File: config.mk
export PLATFORM = sky130hd
export DESIGN_NAME = sdp_rr_arbiter_flat
export DESIGN_NICKNAME = d
export VERILOG_FILES = /design/src/rtl/sdp_rr_arbiter_if.sv /design/src/rtl/sdp_rr_arbiter.sv /design/src/flat_wrapper.sv
export SDC_FILE = /design/constraint.sdc
export NUM_CORES = 1
export LEC_CHECK = 0
export ABC_AREA = 1
export BUFFER_PORTS_ARGS = -buffer_cell sky130_fd_sc_hd__buf_4
export CAP_MARGIN = 25
export CORE_UTILIZATION = 54
export CTS_CLUSTER_SIZE = 30
export DETAILED_ROUTE_END_ITERATION = 10
export HOLD_SLACK_MARGIN = 0.15
export PLACE_DENSITY_LB_ADDON = 0.08
export RECOVER_POWER = 50
export REMOVE_ABC_BUFFERS = 1
export SYNTH_ARGS = -nofsm -noshare
export SYNTH_HDL_FRONTEND = slang
export SYNTH_SLANG_ARGS = --single-unit
File: constraint.sdc
create_clock -name clk -period 3 [get_ports clk]
set_input_delay 0.15 -clock clk [delete_from_list [all_inputs] [get_ports clk]]
set_output_delay 0.15 -clock clk [all_outputs]
set_load 0.03 [all_outputs]
File: src/rtl/sdp_rr_arbiter_if.sv
// sdp_rr_arbiter_if: bundle of the requester handshake, the response return path and the
// simple-dual-port RAM ports around sdp_rr_arbiter.
//
// Signals
//   req        NREQ      per-requester request, held until granted
//   req_we     NREQ      1 = write, 0 = read
//   req_addr   NREQ*AW   packed addresses, requester i at [i*AW +: AW]
//   req_wdata  NREQ*DW   packed write data, requester i at [i*DW +: DW]
//   gnt        NREQ      combinational grant (accepted when req[i] & gnt[i])
//   rsp_valid  NREQ      one-hot read-response strobe
//   rsp_data   DW        shared read data, valid while rsp_valid != 0
//   ram_wen/ram_waddr/ram_din   registered RAM write port
//   ram_ren/ram_raddr           registered RAM read port
//   ram_dout   DW        RAM read data
//
// Modports
//   slave   the arbiter itself
//   master  everything around it: the client blocks and the RAM instance
interface sdp_rr_arbiter_if #(
  parameter int unsigned NREQ = 4,
  parameter int unsigned AW   = 4,
  parameter int unsigned DW   = 2
);
  logic [NREQ-1:0]    req;
  logic [NREQ-1:0]    req_we;
  logic [NREQ*AW-1:0] req_addr;
  logic [NREQ*DW-1:0] req_wdata;
  logic [NREQ-1:0]    gnt;
  logic [NREQ-1:0]    rsp_valid;
  logic [DW-1:0]      rsp_data;
  logic               ram_wen;
  logic [AW-1:0]      ram_waddr;
  logic [DW-1:0]      ram_din;
  logic               ram_ren;
  logic [AW-1:0]      ram_raddr;
  logic [DW-1:0]      ram_dout;

  modport slave (
    input  req, req_we, req_addr, req_wdata, ram_dout,
    output gnt, rsp_valid, rsp_data,
    output ram_wen, ram_waddr, ram_din, ram_ren, ram_raddr
  );

  modport master (
    output req, req_we, req_addr, req_wdata, ram_dout,
    input  gnt, rsp_valid, rsp_data,
    input  ram_wen, ram_waddr, ram_din, ram_ren, ram_raddr
  );
endinterface

File: src/rtl/sdp_rr_arbiter.sv
// sdp_rr_arbiter: shares one single-clock simple-dual-port RAM between NREQ requesters.
// Every cycle it grants at most one write and at most one read, each picked by its own
// round-robin pointer. The RAM ports are driven from registers, and each read result is
// routed back to its issuer through a one-hot tag pipeline matched to the RAM latency.
//
// Ports
//   clk    in   single clock, rising edge
//   rst_n  in   asynchronous active-low reset
//   bus    slave modport of sdp_rr_arbiter_if (requests, grants, responses, RAM ports)
//
// Parameters
//   NREQ    number of requesters (2..16)
//   AW, DW  RAM address / data width
//   RD_LAT  cycles from ram_ren sampled high to ram_dout valid; must match the RAM
module sdp_rr_arbiter #(
  parameter int unsigned NREQ   = 4,
  parameter int unsigned AW     = 4,
  parameter int unsigned DW     = 2,
  parameter int unsigned RD_LAT = 2
) (
  input logic            clk,
  input logic            rst_n,
  sdp_rr_arbiter_if.slave bus
);

  localparam int unsigned PtrW    = $clog2(NREQ);
  localparam logic [PtrW:0] NreqExt = (PtrW + 1)'(NREQ);

  if (NREQ < 2 || NREQ > 16) begin : g_bad_nreq
    $error("sdp_rr_arbiter: NREQ must be in 2..16");
  end
  if (RD_LAT < 1) begin : g_bad_lat
    $error("sdp_rr_arbiter: RD_LAT must be at least 1");
  end

  function automatic logic [PtrW-1:0] ptr_inc(input logic [PtrW-1:0] p);
    return (p == PtrW'(NREQ - 1)) ? '0 : p + PtrW'(1);
  endfunction

  function automatic logic [NREQ-1:0] onehot(input logic [PtrW-1:0] i);
    return NREQ'(1) << i;
  endfunction

  // State
  logic [PtrW-1:0] wptr_q, rptr_q;
  logic            ram_wen_q, ram_ren_q;
  logic [AW-1:0]   ram_waddr_q, ram_raddr_q;
  logic [DW-1:0]   ram_din_q;
  // Stage 0 runs alongside ram_ren; stages 1..RD_LAT follow the RAM read latency, so the
  // last stage lines up with ram_dout.
  logic [NREQ-1:0] tag_q [RD_LAT+1];

  // Unpacked view of the per-requester fields
  logic [AW-1:0] addr  [NREQ];
  logic [DW-1:0] wdata [NREQ];

  always_comb begin
    for (int unsigned i = 0; i < NREQ; i++) begin
      addr[i]  = bus.req_addr[i*AW +: AW];
      wdata[i] = bus.req_wdata[i*DW +: DW];
    end
  end

  logic [NREQ-1:0] w_cand, r_cand;
  assign w_cand = bus.req & bus.req_we;
  assign r_cand = bus.req & ~bus.req_we;

  // Round-robin search: scan from the pointer, wrapping modulo NREQ, first hit wins.
  logic            w_found, r_found;
  logic [PtrW-1:0] w_idx, r_idx;
  logic [PtrW:0]   w_pos, r_pos;

  always_comb begin
    w_found = 1'b0;
    r_found = 1'b0;
    w_idx   = '0;
    r_idx   = '0;
    w_pos   = '0;
    r_pos   = '0;
    for (int unsigned k = 0; k < NREQ; k++) begin
      w_pos = {1'b0, wptr_q} + (PtrW + 1)'(k);
      if (w_pos >= NreqExt) w_pos = w_pos - NreqExt;
      r_pos = {1'b0, rptr_q} + (PtrW + 1)'(k);
      if (r_pos >= NreqExt) r_pos = r_pos - NreqExt;
      if (!w_found && w_cand[w_pos[PtrW-1:0]]) begin
        w_found = 1'b1;
        w_idx   = w_pos[PtrW-1:0];
      end
      if (!r_found && r_cand[r_pos[PtrW-1:0]]) begin
        r_found = 1'b1;
        r_idx   = r_pos[PtrW-1:0];
      end
    end
  end

  // A read hitting the address being written this cycle waits one cycle (rptr holds, so the
  // same reader wins next time) and thereby sees the new data.
  logic collide, r_grant;
  assign collide = w_found & r_found & (addr[w_idx] == addr[r_idx]);
  assign r_grant = r_found & ~collide;

  logic [NREQ-1:0] gnt_raw;
  always_comb begin
    gnt_raw = '0;
    if (w_found) gnt_raw = gnt_raw | onehot(w_idx);
    if (r_grant) gnt_raw = gnt_raw | onehot(r_idx);
  end

  assign bus.gnt = rst_n ? gnt_raw : '0;

  logic [PtrW-1:0] wptr_d, rptr_d;
  assign wptr_d = w_found ? ptr_inc(w_idx) : wptr_q;
  assign rptr_d = r_grant ? ptr_inc(r_idx) : rptr_q;

  always_ff @(posedge clk or negedge rst_n) begin
    if (!rst_n) begin
      wptr_q      <= '0;
      rptr_q      <= '0;
      ram_wen_q   <= 1'b0;
      ram_ren_q   <= 1'b0;
      ram_waddr_q <= '0;
      ram_raddr_q <= '0;
      ram_din_q   <= '0;
      for (int unsigned s = 0; s <= RD_LAT; s++) tag_q[s] <= '0;
    end else begin
      wptr_q    <= wptr_d;
      rptr_q    <= rptr_d;
      ram_wen_q <= w_found;
      ram_ren_q <= r_grant;
      // Address/data hold their last value when idle
      if (w_found) begin
        ram_waddr_q <= addr[w_idx];
        ram_din_q   <= wdata[w_idx];
      end
      if (r_grant) ram_raddr_q <= addr[r_idx];
      tag_q[0] <= r_grant ? onehot(r_idx) : '0;
      for (int unsigned s = 1; s <= RD_LAT; s++) tag_q[s] <= tag_q[s-1];
    end
  end

  assign bus.ram_wen   = ram_wen_q;
  assign bus.ram_waddr = ram_waddr_q;
  assign bus.ram_din   = ram_din_q;
  assign bus.ram_ren   = ram_ren_q;
  assign bus.ram_raddr = ram_raddr_q;
  assign bus.rsp_valid = tag_q[RD_LAT];
  assign bus.rsp_data  = bus.ram_dout;

endmodule

File: src/flat_wrapper.sv
// flat-port wrapper written by rule: the top's interface ports become plain ports
module sdp_rr_arbiter_flat 
#(
  parameter int unsigned NREQ   = 4,
  parameter int unsigned AW     = 4,
  parameter int unsigned DW     = 2,
  parameter int unsigned RD_LAT = 2
)
  (clk, rst_n, bus_req, bus_req_we, bus_req_addr, bus_req_wdata, bus_ram_dout, bus_gnt, bus_rsp_valid, bus_rsp_data, bus_ram_wen, bus_ram_waddr, bus_ram_din, bus_ram_ren, bus_ram_raddr);
  sdp_rr_arbiter_if #(.NREQ(NREQ), .AW(AW), .DW(DW)) bus_i ();
  input logic clk;
  input logic rst_n;
  input wire logic [$bits(bus_i.req)-1:0] bus_req;
  input wire logic [$bits(bus_i.req_we)-1:0] bus_req_we;
  input wire logic [$bits(bus_i.req_addr)-1:0] bus_req_addr;
  input wire logic [$bits(bus_i.req_wdata)-1:0] bus_req_wdata;
  input wire logic [$bits(bus_i.ram_dout)-1:0] bus_ram_dout;
  output wire logic [$bits(bus_i.gnt)-1:0] bus_gnt;
  output wire logic [$bits(bus_i.rsp_valid)-1:0] bus_rsp_valid;
  output wire logic [$bits(bus_i.rsp_data)-1:0] bus_rsp_data;
  output wire logic [$bits(bus_i.ram_wen)-1:0] bus_ram_wen;
  output wire logic [$bits(bus_i.ram_waddr)-1:0] bus_ram_waddr;
  output wire logic [$bits(bus_i.ram_din)-1:0] bus_ram_din;
  output wire logic [$bits(bus_i.ram_ren)-1:0] bus_ram_ren;
  output wire logic [$bits(bus_i.ram_raddr)-1:0] bus_ram_raddr;
  assign bus_i.req = bus_req;
  assign bus_i.req_we = bus_req_we;
  assign bus_i.req_addr = bus_req_addr;
  assign bus_i.req_wdata = bus_req_wdata;
  assign bus_i.ram_dout = bus_ram_dout;
  assign bus_gnt = bus_i.gnt;
  assign bus_rsp_valid = bus_i.rsp_valid;
  assign bus_rsp_data = bus_i.rsp_data;
  assign bus_ram_wen = bus_i.ram_wen;
  assign bus_ram_waddr = bus_i.ram_waddr;
  assign bus_ram_din = bus_i.ram_din;
  assign bus_ram_ren = bus_i.ram_ren;
  assign bus_ram_raddr = bus_i.ram_raddr;
  sdp_rr_arbiter #(.NREQ(NREQ), .AW(AW), .DW(DW), .RD_LAT(RD_LAT)) u_core (.clk(clk), .rst_n(rst_n), .bus(bus_i));
endmodule
==> metrics.log, run 1 <==
[metrics] Detail Placement HPWL: 4.45 mm
[metrics] Max FO, Critical Path: 7
[metrics] clock latency on the worst-skew pair: 0.28 ns
[metrics] Min Hold Slack: 0.169 ns
[metrics] layout cells sized above 1: 48.5%
[metrics] Max Buffers Root-to-Sink: 2
[metrics] number of global-route vias before repair: 2038
[metrics] largest net degree at the start of global routing: 30
[metrics] number of flip-flops and latches in the synthesized netlist: 28
[metrics] number of nets at the end of the flow: 474
[metrics] final setup violation count: 4
[metrics] slowest cell on the critical path: dfrtp_2
[metrics] delay of the slowest cell on the worst path: 0.49 ns
[metrics] number of antenna violations at the first check in global routing: 0
[metrics] total number of placement rows: 23
[metrics] filler cell count in the final layout: 219
[metrics] share of the yosys chip area belonging to registers: 29.2%
[metrics] setup repair after global routing missed its margin: true
[metrics] number of warnings issued by yosys: 0
[metrics] share of flip-flops with an asynchronous set or reset: 100%
[metrics] Post-Route Utilization: 86.4%
[metrics] Clk Tree Root Cell: clkbuf_8
[metrics] number of input and output port buffers inserted: 53
[metrics] number of top-level pins: 58
[metrics] Max H-tree Level: 1
[metrics] path class of the lowest-slack min-delay path: in -> reg
[metrics] outcome: finished with violations
[metrics] critical path endpoint category: output port
[metrics] initial standard-cell utilization of the core: 57.9%
[metrics] TritonCTS clock tree: done
[metrics] antenna violation net count after detailed routing: 0
[metrics] flip-flop cell with the highest count after synthesis: dfrtp_1
[metrics] Slew Limit Headroom: 74.2%
[metrics] DIE HEIGHT: 68.6 um
[metrics] crit path launch type: flip-flop
[metrics] area growth from synthesis to final layout: 49.3%
[metrics] number of sinks on the clock net: 28
[metrics] number of DRC violations after detailed routing: 0
[metrics] critical path data required time: 2.85 ns
[metrics] global-route wire length before repair: 9.16 mm
[metrics] overflow left after global routing: 0
[metrics] post-route clock skew: 0.00856 ns
[metrics] final weighted congestion in routability-driven placement: 0.834
[metrics] cell area after technology mapping: 2400 sq um
[metrics] EDFF count, synth: 0
[metrics] global router's overall resource usage: 25.9%
[metrics] family with the most delay on the worst path: simple AND/OR/NAND/NOR gates
[metrics] failing checks: negative setup slack
[metrics] maximum capacitance violations: 0
[metrics] Antenna diodes: 0
[metrics] width of the die: 68.6 um
[metrics] hold violation total from the final report: 0
[metrics] final cycle utilization of the critical path: 104%
[metrics] Starting DRT DRC Count: 195
[metrics] pin slew with the least headroom to its limit: 0.388 ns
[metrics] Final Routed Wirelength: 8.13 mm
[metrics] number of instances in the synthesized netlist: 343
[metrics] Final Instance Count excl. Fillers: 479
[metrics] number of placed instances with taps included: 437
[metrics] clock edge transition at the registers on the reported setup and hold paths: 0.11 ns
[metrics] Tmin final: 3.13 ns
[metrics] Top cell by count, worst path: nand2_1
[metrics] Critical Path AT: 2.98 ns
[metrics] Buf/Inv on CP: 4
[metrics] total core area: 4140 sq um
[metrics] TritonCTS Buffers: 3
[metrics] number of iterations in the first detailed-routing pass: 5
[metrics] Total Die Area: 4710 sq um
[metrics] Avg WL per Cell: 17.0 um
[metrics] maximum frequency from static timing analysis: 0.319 GHz
[metrics] Netlist cell types: 30
[metrics] most common cell after layout, fill and taps aside: nand2_1
[metrics] CP Class: reg -> out
[metrics] worst setup margin: -0.132 ns
[metrics] highest-count cells in the layout ignoring fill and taps: nand2_1 (88), buf_4 (82), nand3_1 (33)
[metrics] Max Transition Viols Final: 0
[metrics] average cell area after synthesis: 6.99 sq um
[metrics] ordered list of cells on the worst path: clkinv_4 -> nand2_1 -> nand2_1 -> nand3_1 -> nand2_1 -> nand4_1 -> buf_6 -> inv_1 -> nor2_4 -> nand2_2 -> nand2_1 -> nand2_1 -> nand2_2 -> nand2_1 -> nand2_2 -> nor2_4 -> nand2_4 -> nand3_4 -> a21oi_2 -> buf_6
[metrics] Vias: 2844
[metrics] ratio of routed vias to standard cells: 5.94
-- logic make-up (layout without fill, tap and decap cells) --
kind of cell    after synthesis  in the layout  synth area share (%)
buf+inv                      52            137                  12.1
flops                        28             28                  29.2
compound gates               34             34                  9.39
fa+ha+maj                     8              8                  4.18
simple gates                221            222                  45.1
-- per-layer routing --
| metal | global-route usage, % | routed length (um) | vias up |
|---|---|---|---|
| li1 | - | - | 1290 |
| met5 | 0 | 0 | - |
| met3 | 3.78 | 604 | 52 |
| met1 | 33.7 | 3180 | 1320 |
| met2 | 45.1 | 3950 | 182 |
| met4 | 5.21 | 399 | 0 |
-- cell usage after synthesis, types with 2 or more instances --
cell      number  area share [%]
nand3_1       50              10
o21ai_0       11             2.3
nor2_1         9             1.4
inv_2          4            0.63
dfrtp_1       28              29
inv_4          2            0.52
nand2_2       15             3.9
ha_1           8             4.2
inv_1         30             4.7
a31oi_1        2            0.52
nor2_4         3             1.4
buf_6          3             1.4
nand3_2        5             2.1
nand4_1       11             2.9
nand2_1      120              19
nand2_4        5             2.3
a21oi_1        8             1.7
buf_4          9             2.8
o21a_1         2            0.63
o211ai_2       2             1.0
o21ai_2        7             2.6
-- final timing paths --
kind / startpoint / endpoint / slack (ns) / cells past startpoint
max: u_core.rptr_q[0] / bus_gnt[0] / -0.13 / 20
min: bus_req_wdata[3] / u_core.bus.ram_din[1] / 0.17 / 3
max reg2reg: u_core.wptr_q[0] / u_core.rptr_q[1] / 0.19 / 22
min reg2reg: u_core.tag_q[9] / u_core.tag_q[5] / 0.36 / 0
max in group asynchronous: rst_n / u_core.rptr_q[1] / 2.37 / 2
min in group asynchronous: rst_n / u_core.rptr_q[0] / 0.33 / 2
-- flip-flops by register name, indices dropped and copies added, names as in the netlist --
signal                flops
u_core.wptr_q             2
u_core.bus.ram_waddr      4
u_core.tag_q              8
u_core.bus.rsp_valid      4
u_core.rptr_q             2
u_core.bus.ram_ren        1
u_core.bus.ram_din        2
u_core.bus.ram_raddr      4
u_core.bus.ram_wen        1
-- worst reg2reg max path: cells and delay by family (launching register included) --
family	cells	cell delay [ns]
buffers and inverters	5	0.56
DFF	1	0.51
and+or+nand+nor	17	1.66
-- cell type report --
| cell class | instances | area (sq um) | area share, % |
|---|---|---|---|
| Tap cell | 50 | 62.6 | 1.75 |
| Sequential cell | 28 | 706 | 19.7 |
| Clock buffer | 3 | 41.3 | 1.15 |
| Timing Repair Buffer | 96 | 793 | 22.2 |
| Inverter | 37 | 156 | 4.37 |
| Multi-Input combinational cell | 264 | 1790 | 50.0 |
| Clock inverter | 1 | 30.0 | 0.839 |
-- timing repair --
action                     4_1_cts  5_1_grt
buffers inserted                 3       31
hold endpoints to repair        28        0
setup endpoints to repair        4        4
resized for setup                7      106
gates cloned                     0        3
hold buffers                     1        0
pin swaps                        2       38
-- metrics by stage --
| stage | worst slack, ns | area [sq um] | setup TNS (ns) |
|---|---|---|---|
| detailed placement | 0.194 | 2760 | 0 |
| global route | -0.314 | 3580 | -1.22 |
| floorplan | 0.119 | 2260 | 0 |
| finish | -0.132 | 3580 | -0.493 |
| global placement | 0.262 | 2760 | 0 |
| CTS | 0.00139 | 2880 | 0 |
Power of run 1 is left out: the tool's default activity adds up to more than one toggle a clock period on the data nets, which glitch-free logic cannot reach.
==> run 2, diff against run 1 <==
==> constraint.sdc (replaced) <==
create_clock -name clk -period 3 [get_ports clk]
set_input_delay 0.15 -clock clk [delete_from_list [all_inputs] [get_ports clk]]
set_output_delay 0.15 -clock clk [all_outputs]
set_load 0.01 [all_outputs]
==> run 2 against run 1 <==
  * The run now ends clean
  * Count of clock-buffer cells in the layout unchanged
  * Global-route usage grew 1.7 points
  * Register-to-register slack better by 0.03 ns
  * Cell area is 9.4% lower
  * Worst hold slack improved by 0.011 ns
  * Flip-flop and latch count is the same
  * Critical path type unchanged
  * Critical endpoint is now bus_gnt[2]
==> metrics.log, run 2 (same netlist as run 1, synthesis figures left out) <==
[metrics] register with the most flip-flops: u_core.tag_q
[metrics] slowest cell on the critical path: dfrtp_2
[metrics] Worst Reg-to-Reg Cells: 23 (+4.5%)
[metrics] Buf/Inv on CP: 4 (unchanged)
[metrics] post-route clock skew: 0.00857 ns (+0.00000791 ns)
[metrics] Crit Reg-Reg Startpoint: u_core.wptr_q[0]
[metrics] total number of placement rows: 23 (unchanged)
[metrics] Max H-tree Level: 1 (unchanged)
[metrics] number of placed instances with taps included: 438 (+0.23%)
[metrics] clock latency on the worst-skew pair: 0.28 ns (about the same)
[metrics] ordered list of cells on the worst path: buf_4 -> nand2_1 -> nand2_1 -> nand3_1 -> nand2_4 -> nand4_1 -> buf_4 -> inv_2 -> nor2_4 -> nand2_2 -> nand2_1 -> nand2_1 -> nand2_2 -> nand2_1 -> nand2_2 -> nor2_4 -> nand2_4 -> nand3_4 -> a21oi_2 -> buf_4
[metrics] GR met1 Demand/Resource: 35.8% (+2.2 points)
[metrics] critical path launch point: u_core.rptr_q[0]
[metrics] final cycle utilization of the critical path: 98.4% (-6.0 points)
[metrics] CP Class: reg -> out
[metrics] Detail Placement HPWL: 4.57 mm (+2.7%)
[metrics] worst setup slack for register-to-register paths: 0.22 ns (+0.03 ns)
[metrics] number of iterations in the first detailed-routing pass: 5 (unchanged)
[metrics] ratio of routed vias to standard cells: 5.52 (-7.0%)
[metrics] pin slew with the least headroom to its limit: 0.387 ns (-0.00118 ns)
[metrics] width of the die: 68.6 um (unchanged)
[metrics] global router's overall resource usage: 27.5% (+1.7 points)
[metrics] number of antenna violations at the first check in global routing: 0 (unchanged)
[metrics] Max FO, Critical Path: 5 (-2)
[metrics] DIE HEIGHT: 68.6 um (unchanged)
[metrics] number of input and output port buffers inserted: 53 (unchanged)
[metrics] filler cell count in the final layout: 319 (+46%)
[metrics] highest-count cells in the layout ignoring fill and taps: nand2_1 (99), buf_4 (77), nand3_1 (40)
[metrics] Final Instance Count excl. Fillers: 464 (-3.1%)
[metrics] critical path data required time: 2.85 ns (about the same)
[metrics] family with the most delay on the worst path: simple AND/OR/NAND/NOR gates
[metrics] number of nets at the end of the flow: 459 (-3.2%)
[metrics] total number of cells along the worst setup path: 20 (unchanged)
[metrics] global-route layer with the greatest usage: met2
[metrics] Top cell by count, worst path: nand2_1
[metrics] number of sinks on the clock net: 28 (unchanged)
[metrics] most common cell after layout, fill and taps aside: nand2_1
[metrics] path class of the lowest-slack min-delay path: in -> reg
[metrics] Max Transition Viols Final: 0 (unchanged)
[metrics] outcome: complete, no violations
[metrics] TritonCTS clock tree: done
[metrics] Reg-to-Reg End: u_core.rptr_q[1]
[metrics] final weighted congestion in routability-driven placement: 0.893 (+7.2%)
[metrics] Slew Limit Headroom: 74.2% (+0.079 points)
[metrics] antenna violation net count after detailed routing: 0 (unchanged)
[metrics] largest net degree at the start of global routing: 30 (unchanged)
[metrics] area of the multi-input gates: 1600 sq um (-10%)
[metrics] clock edge transition at the registers on the reported setup and hold paths: 0.11 ns (about the same)
[metrics] maximum frequency from static timing analysis: 0.339 GHz (+6.1%)
[metrics] crit path launch type: flip-flop
[metrics] area growth from synthesis to final layout: 35.2%
[metrics] global-route wire length before repair: 9.78 mm (+6.8%)
[metrics] total core area: 4140 sq um (unchanged)
[metrics] Clk Tree Root Cell: clkbuf_8
[metrics] maximum capacitance violations: 0 (unchanged)
[metrics] Antenna diodes: 0 (unchanged)
[metrics] worst setup path end: bus_gnt[2]
[metrics] met2 Use GR: 46.8% (+1.7 points)
[metrics] Critical Path AT: 2.80 ns (-0.18 ns)
[metrics] Tmin final: 2.95 ns (-0.181 ns)
[metrics] overflow left after global routing: 0 (unchanged)
[metrics] TritonCTS Buffers: 3 (unchanged)
[metrics] Post-Route Utilization: 78.2% (-8.2 points)
[metrics] number of top-level pins: 58 (unchanged)
[metrics] met3 global-route usage: 3.95% (+0.16 points)
[metrics] layout cells sized above 1: 42.0% (-6.5 points)
[metrics] number of DRC violations after detailed routing: 0 (unchanged)
[metrics] Vias: 2561 (-10%)
[metrics] delay of the slowest cell on the worst path: 0.48 ns (about the same)
[metrics] hold violation total from the final report: 0 (unchanged)
[metrics] number of global-route vias before repair: 2179 (+6.9%)
[metrics] register area: 706 sq um (unchanged)
[metrics] Final Routed Wirelength: 6.61 mm (-19%)
[metrics] Avg WL per Cell: 14.2 um (-16%)
[metrics] critical path endpoint category: output port
[metrics] Starting DRT DRC Count: 142 (-27%)
[metrics] initial standard-cell utilization of the core: 57.9% (unchanged)
[metrics] Max Buffers Root-to-Sink: 2 (unchanged)
[metrics] final setup violation count: 0 (-4)
[metrics] Total Die Area: 4710 sq um (unchanged)
[metrics] number of flip-flops under the largest register name: 8 (unchanged)
## run 2: cell count changes in the layout (fill, tap and decap cells not counted), moves of 2 or more
cell / delta
nand3_4: -5
nand2_4: -11
nand3_2: -3
nand2_1: +11
inv_4: +2
buf_6: -6
buf_4: -5
nand3_1: +7
## run 2: how the worst min path moves through the flow
stage / from / to / slack (ns) / cells after the start
6_report: bus_req_wdata[2] / u_core.bus.ram_din[0] / 0.18 / 3
5_1_grt: bus_req_wdata[3] / u_core.bus.ram_din[1] / 0.20 / 3
4_1_cts: bus_req_wdata[2] / u_core.bus.ram_din[0] / 0.18 / 3
3_5_place_dp: rst_n / u_core.bus.ram_wen / 0.1 / 1
3_3_place_gp: rst_n / u_core.bus.ram_wen / 0.1 / 1
2_1_floorplan: rst_n / u_core.bus.ram_din[0] / -0.15 / 0
## run 2: repair_timing
item,in CTS,in global routing
gates resized for setup,8,59
pin swaps,2,14
hold endpoints to repair,28,0
hold buffers,1,0
setup endpoints to repair,4,5
cloned,0,0
buffers inserted,3,18
## run 2: stage by stage
stage                     worst slack (ns)  cell area, sq um  hold slack, ns  setup TNS [ns]
after detailed placement             0.238              2770          0.0992               0
after global placement               0.314              2770          0.0968               0
after CTS                           0.0308              2890           0.184               0
final                               0.0481              3240           0.180               0
after global routing                -0.125              3240           0.198          -0.426
after floorplan                      0.360              2260          -0.146               0
## run 2: layer usage
layer	wire length [um]	up-vias
met1	2910	1194
met5	0	-
met3	302	8
li1	-	1257
met2	3340	102
met4	58	0
## run 2: area by class of cell
| class | instances | share of cell area, % |
|---|---|---|
| well taps | 50 | 1.93 |
| clock buffers | 3 | 1.27 |
| repair buffers | 82 | 19.6 |
| inverters | 37 | 4.98 |
| clock inverters | 1 | 0.926 |
| multi-input cells | 263 | 49.5 |
| flip-flops and latches | 28 | 21.8 |
## run 2: tightest hold or removal path, stage by stage
cell	delay [ns]
buf_4	0.07
o21ai_0	0.08
a31oi_1	0.12
Power of run 2 is left out for the same reason.
==> run 3, diff against run 2 <==
--- a/config.mk
+++ b/config.mk
@@ -5,12 +5,11 @@
 export SDC_FILE = /design/constraint.sdc
 export NUM_CORES = 1
 export LEC_CHECK = 0
-export ABC_AREA = 1
-export BUFFER_PORTS_ARGS = -buffer_cell sky130_fd_sc_hd__buf_4
 export CAP_MARGIN = 25
-export CORE_UTILIZATION = 54
+export CORE_UTILIZATION = 60
 export CTS_CLUSTER_SIZE = 30
 export DETAILED_ROUTE_END_ITERATION = 10
+export DONT_BUFFER_PORTS = 1
 export HOLD_SLACK_MARGIN = 0.15
 export PLACE_DENSITY_LB_ADDON = 0.08
 export RECOVER_POWER = 50
==> run 3 against run 2 <==
  * Critical path type unchanged
  * Register-to-register slack got worse by 0.16 ns
  * Non-clock buffer count is 50 lower
  * Largest cell class unchanged
  * First-iteration DRC count is 52% lower
  * Global-route usage is 1.8 points lower
  * Count of clock-buffer cells in the layout did not move
  * Clock skew up 0.0069 ns
  * Sequential share of layout area up 9.5 points
  * The flow now finishes with violations (design-rule violations, negative setup slack)
  * Worst setup slack worse by 0.092 ns
  * Cell area is 31% lower
  * Worst hold slack got worse by 0.0095 ns
  * Synthesized area decreased by 23%
  * Maximum frequency shrank 3.0%
==> metrics.log, run 3 <==
[metrics] M1 WL: 1.82 mm (-37%)
[metrics] Max H-tree Level: 1 (unchanged)
[metrics] Total Die Area: 3300 sq um (-30%)
[metrics] final weighted congestion in routability-driven placement: 0.811 (-9.2%)
[metrics] flip-flop cell with the highest count after synthesis: dfrtp_1
[metrics] Final Instance Count excl. Fillers: 240 (-48%)
[metrics] setup repair after global routing missed its margin: true
[metrics] area fraction in and, or, nand and nor cells after synthesis: 18.2% (-27 points)
[metrics] number of DRC violations after detailed routing: 3 (+3)
[metrics] Worst Reg-to-Reg Cells: 11 (-52%)
[metrics] standby leakage power: 0.00106 uW
[metrics] Min Hold Slack: 0.171 ns (-0.00947 ns)
[metrics] detailed-routed wire length on met3: 336 um (+11%)
[metrics] number of global-route vias before repair: 1516 (-30%)
[metrics] crit path launch type: flip-flop
[metrics] layout cells sized above 1: 29.2% (-13 points)
[metrics] Crit Reg-Reg Startpoint: u_core.rptr_q[1]
[metrics] total power after layout: 1720 uW
[metrics] failing checks: design-rule violations, negative setup slack
[metrics] Max FO, Critical Path: 8 (+3)
[metrics] final cycle utilization of the critical path: 101% (+3.1 points)
[metrics] most common cell after layout, fill and taps aside: nand2_1
[metrics] number of warnings issued by yosys: 0 (unchanged)
[metrics] number of input and output port buffers inserted: 0 (-100%)
[metrics] total power divided by cell area: 766 nW/um^2
[metrics] number of nets at the end of the flow: 254 (-45%)
[metrics] synthesized-area fraction occupied by adder cells: 5.42% (+1.2 points)
[metrics] register with the most flip-flops: u_core.tag_q
[metrics] compound-gate portion of the synthesized area: 15.1% (+5.7 points)
[metrics] maximum frequency from static timing analysis: 0.328 GHz (-3.0%)
[metrics] outcome: finished with violations
[metrics] post-route clock skew: 0.0155 ns (+0.00689 ns)
[metrics] critical path launch point: u_core.rptr_q[1]
[metrics] Antenna diodes: 0 (unchanged)
[metrics] most instantiated cells after synthesis: dfrtp_1 (28), nand2_1 (28), o21ai_0 (16), mux2i_1 (15), inv_1 (9)
[metrics] path class of the lowest-slack min-delay path: in -> reg
[metrics] global router's overall resource usage: 25.7% (-1.8 points)
[metrics] initial standard-cell utilization of the core: 65.2% (+7.4 points)
[metrics] cell area after technology mapping: 1850 sq um (-23%)
[metrics] area growth from synthesis to final layout: 21.8%
[metrics] width of the die: 57.5 um (-16%)
[metrics] critical path data required time: 2.85 ns (about the same)
[metrics] number of placed instances with taps included: 210 (-52%)
[metrics] Max Buffers Root-to-Sink: 2 (unchanged)
[metrics] share of flip-flops with an asynchronous set or reset: 100% (unchanged)
[metrics] Reg-to-Reg End: u_core.bus.ram_raddr[1]
[metrics] global-route wire length before repair: 6.47 mm (-34%)
[metrics] worst setup margin: -0.0442 ns (-0.0924 ns)
[metrics] critical path endpoint category: output port
[metrics] highest-count cells in the layout ignoring fill and taps: nand2_1 (28), dfrtp_1 (27), buf_4 (19)
[metrics] Clk Tree Root Cell: clkbuf_4
[metrics] dominant cell type by area after synthesis: dfrtp_1
[metrics] Max VDD drop: 0.480 mV
[metrics] slowest cell on the critical path: dfrtp_1
[metrics] antenna violation net count after detailed routing: 0 (unchanged)
[metrics] average cell area after synthesis: 10.0 sq um (+44%)
[metrics] worst setup slack for register-to-register paths: 0.06 ns (-0.16 ns)
[metrics] family with the most delay on the worst path: compound AO/OA/AOI/OAI gates
[metrics] Sum Neg Setup Slack: -0.150 ns (-0.150 ns)
[metrics] worst setup path end: bus_gnt[0]
[metrics] Vias: 1522 (-41%)
[metrics] CP Class: reg -> out
[metrics] WL met2: 2.40 mm (-28%)
[metrics] Tmin final: 3.04 ns (+0.0924 ns)
[metrics] Post-Route Utilization: 79.4% (+1.2 points)
[metrics] Final Routed Wirelength: 4.63 mm (-30%)
[metrics] number of instances in the synthesized netlist: 184 (-46%)
[metrics] TritonCTS Buffers: 3 (unchanged)
[metrics] clock latency on the worst-skew pair: 0.34 ns (+0.06 ns)
[metrics] ratio of routed vias to standard cells: 6.34 (+15%)
[metrics] number of flip-flops under the largest register name: 8 (unchanged)
[metrics] synthesized-area fraction occupied by xor and xnor cells: 1.42% (+1.4 points)
[metrics] DIE HEIGHT: 57.5 um (-16%)
[metrics] number of iterations in the first detailed-routing pass: 9 (+4)
[metrics] top post-synthesis cells by area: dfrtp_1 (38%), mux2i_1 (8.1%), nand2_1 (5.7%), ha_1 (5.4%), o21ai_0 (4.3%)
[metrics] number of top-level pins: 58 (unchanged)
[metrics] Detail Placement HPWL: 2.88 mm (-37%)
[metrics] Slew Limit Headroom: 0.402% (-74 points)
[metrics] pin slew with the least headroom to its limit: 1.49 ns (+1.11 ns)
[metrics] ordered list of cells on the worst path: or2b_1 -> a21oi_2 -> o21a_4 -> buf_4 -> mux2i_2 -> mux2i_4 -> xnor2_4 -> o41ai_4 -> buf_6 -> o21ai_2
[metrics] Critical Path AT: 2.89 ns (+0.09 ns)
[metrics] number of sinks on the clock net: 28 (unchanged)
[metrics] clock edge transition at the registers on the reported setup and hold paths: 0.16 ns (+0.05 ns)
[metrics] final setup violation count: 4 (+4)
[metrics] hold violation total from the final report: 0 (unchanged)
[metrics] proportion of synthesized area in mux cells: 15.3% (+15 points)
[metrics] share of the yosys chip area belonging to registers: 38.0% (+8.7 points)
[metrics] Max Transition Viols Final: 0 (unchanged)
[metrics] TritonCTS clock tree: done
[metrics] Avg WL per Cell: 19.3 um (+35%)
[metrics] delay of the slowest cell on the worst path: 0.44 ns (-0.04 ns)
[metrics] Yosys top cell area share: 38.0% (+8.7 points)
[metrics] number of flip-flops and latches in the synthesized netlist: 28 (unchanged)
[metrics] overflow left after global routing: 0 (unchanged)
[metrics] EDFF count, synth: 0 (unchanged)
[metrics] main combinational cell family by area after synthesis: simple AND/OR/NAND/NOR gates
[metrics] largest net degree at the start of global routing: 29 (-3.3%)
[metrics] total core area: 2830 sq um (-32%)
[metrics] highest metal layer with signal wires: met4
[metrics] Netlist cell types: 45 (+50%)
[metrics] number of antenna violations at the first check in global routing: 0 (unchanged)
[metrics] Buf/Inv on CP: 2 (-2)
[metrics] Starting DRT DRC Count: 68 (-52%)
[metrics] total number of placement rows: 19 (-17%)
[metrics] maximum capacitance violations: 0 (unchanged)
[metrics] total number of cells along the worst setup path: 10 (-50%)
-- run 3: changes by cell type after synthesis, sizes merged, moves of 3 or more --
cell and change:
nand3 -48, mux2 +8, a21oi -5, nor2 -10
and2 +7, xnor2 +3, buf -4, mux2i +16
nand4 -11, nand2b +4, nand2 -111, inv -26
a211oi +3
-- run 3: power breakdown --
group          internal (uW)  switching (uW)
registers                500             114
logic                    436             417
clock network            135             118
total                   1070             649
-- run 3: per-layer routing --
metal | global-route usage [%] | up-vias
met5 | 0 | -
met4 | 5.92 | 0
met3 | 5.44 | 10
met2 | 46.8 | 79
met1 | 30.8 | 741
li1 | - | 692
-- run 3: worst register-to-register path, stage by stage, from the launching register on --
cell,delay (ns)
dfrtp_1,0.44
or2b_1,0.26
a21oi_2,0.23
o21a_4,0.24
buf_4,0.16
mux2i_2,0.25
mux2i_4,0.13
xnor2_4,0.17
o41ai_4,0.39
buf_4,0.18
inv_4,0.07
mux2_4,0.31
-- run 3: what timing repair did --
action | 4_1_cts | 5_1_grt
setup buffers | 9 | 7
hold endpoints to repair | 31 | 0
resized for setup | 9 | 23
endpoints found under the setup margin | 9 | 6
pin swaps | 5 | 5
hold buffers | 10 | 0
-- run 3: per-stage QoR --
stage	setup slack (ns)	cell area, sq um
global placement	0.0888	1850
finish	-0.0442	2250
floorplan	0.222	1770
CTS	0.00394	2100
global route	-0.119	2250
detailed placement	0.0361	1850
-- run 3: cell type report --
type,count,area (sq um)
inverter,11,47.5
multi-input combinational,134,1120
tap,31,38.8
clock inverter,1,30.0
clock buffer,3,22.5
sequential,28,702
timing repair buffer,32,282
fill,175,582
-- run 3: worst min-delay path by stage --
stage,from,endpoint,slack [ns],cells after the start
6_report,bus_req_addr[12],u_core.bus.ram_waddr[0],0.17,3
5_1_grt,bus_req_addr[12],u_core.bus.ram_waddr[0],0.20,3
4_1_cts,bus_req_addr[12],u_core.bus.ram_waddr[0],0.18,3
3_5_place_dp,rst_n,u_core.bus.rsp_valid[3],-0.14,0
3_3_place_gp,rst_n,u_core.bus.rsp_valid[3],-0.14,0
2_1_floorplan,rst_n,u_core.bus.ram_din[0],-0.15,0
-- run 3: cells by family (layout without fill, tap and decap cells) --
group,after synthesis,in the layout
flops,28,28
simple gates,63,63
compound gates,36,36
xor+xnor,3,3
mux,24,24
fa+ha+maj,8,8
buf+inv,22,47
Note: power is estimated with default switching activity, not from simulation.
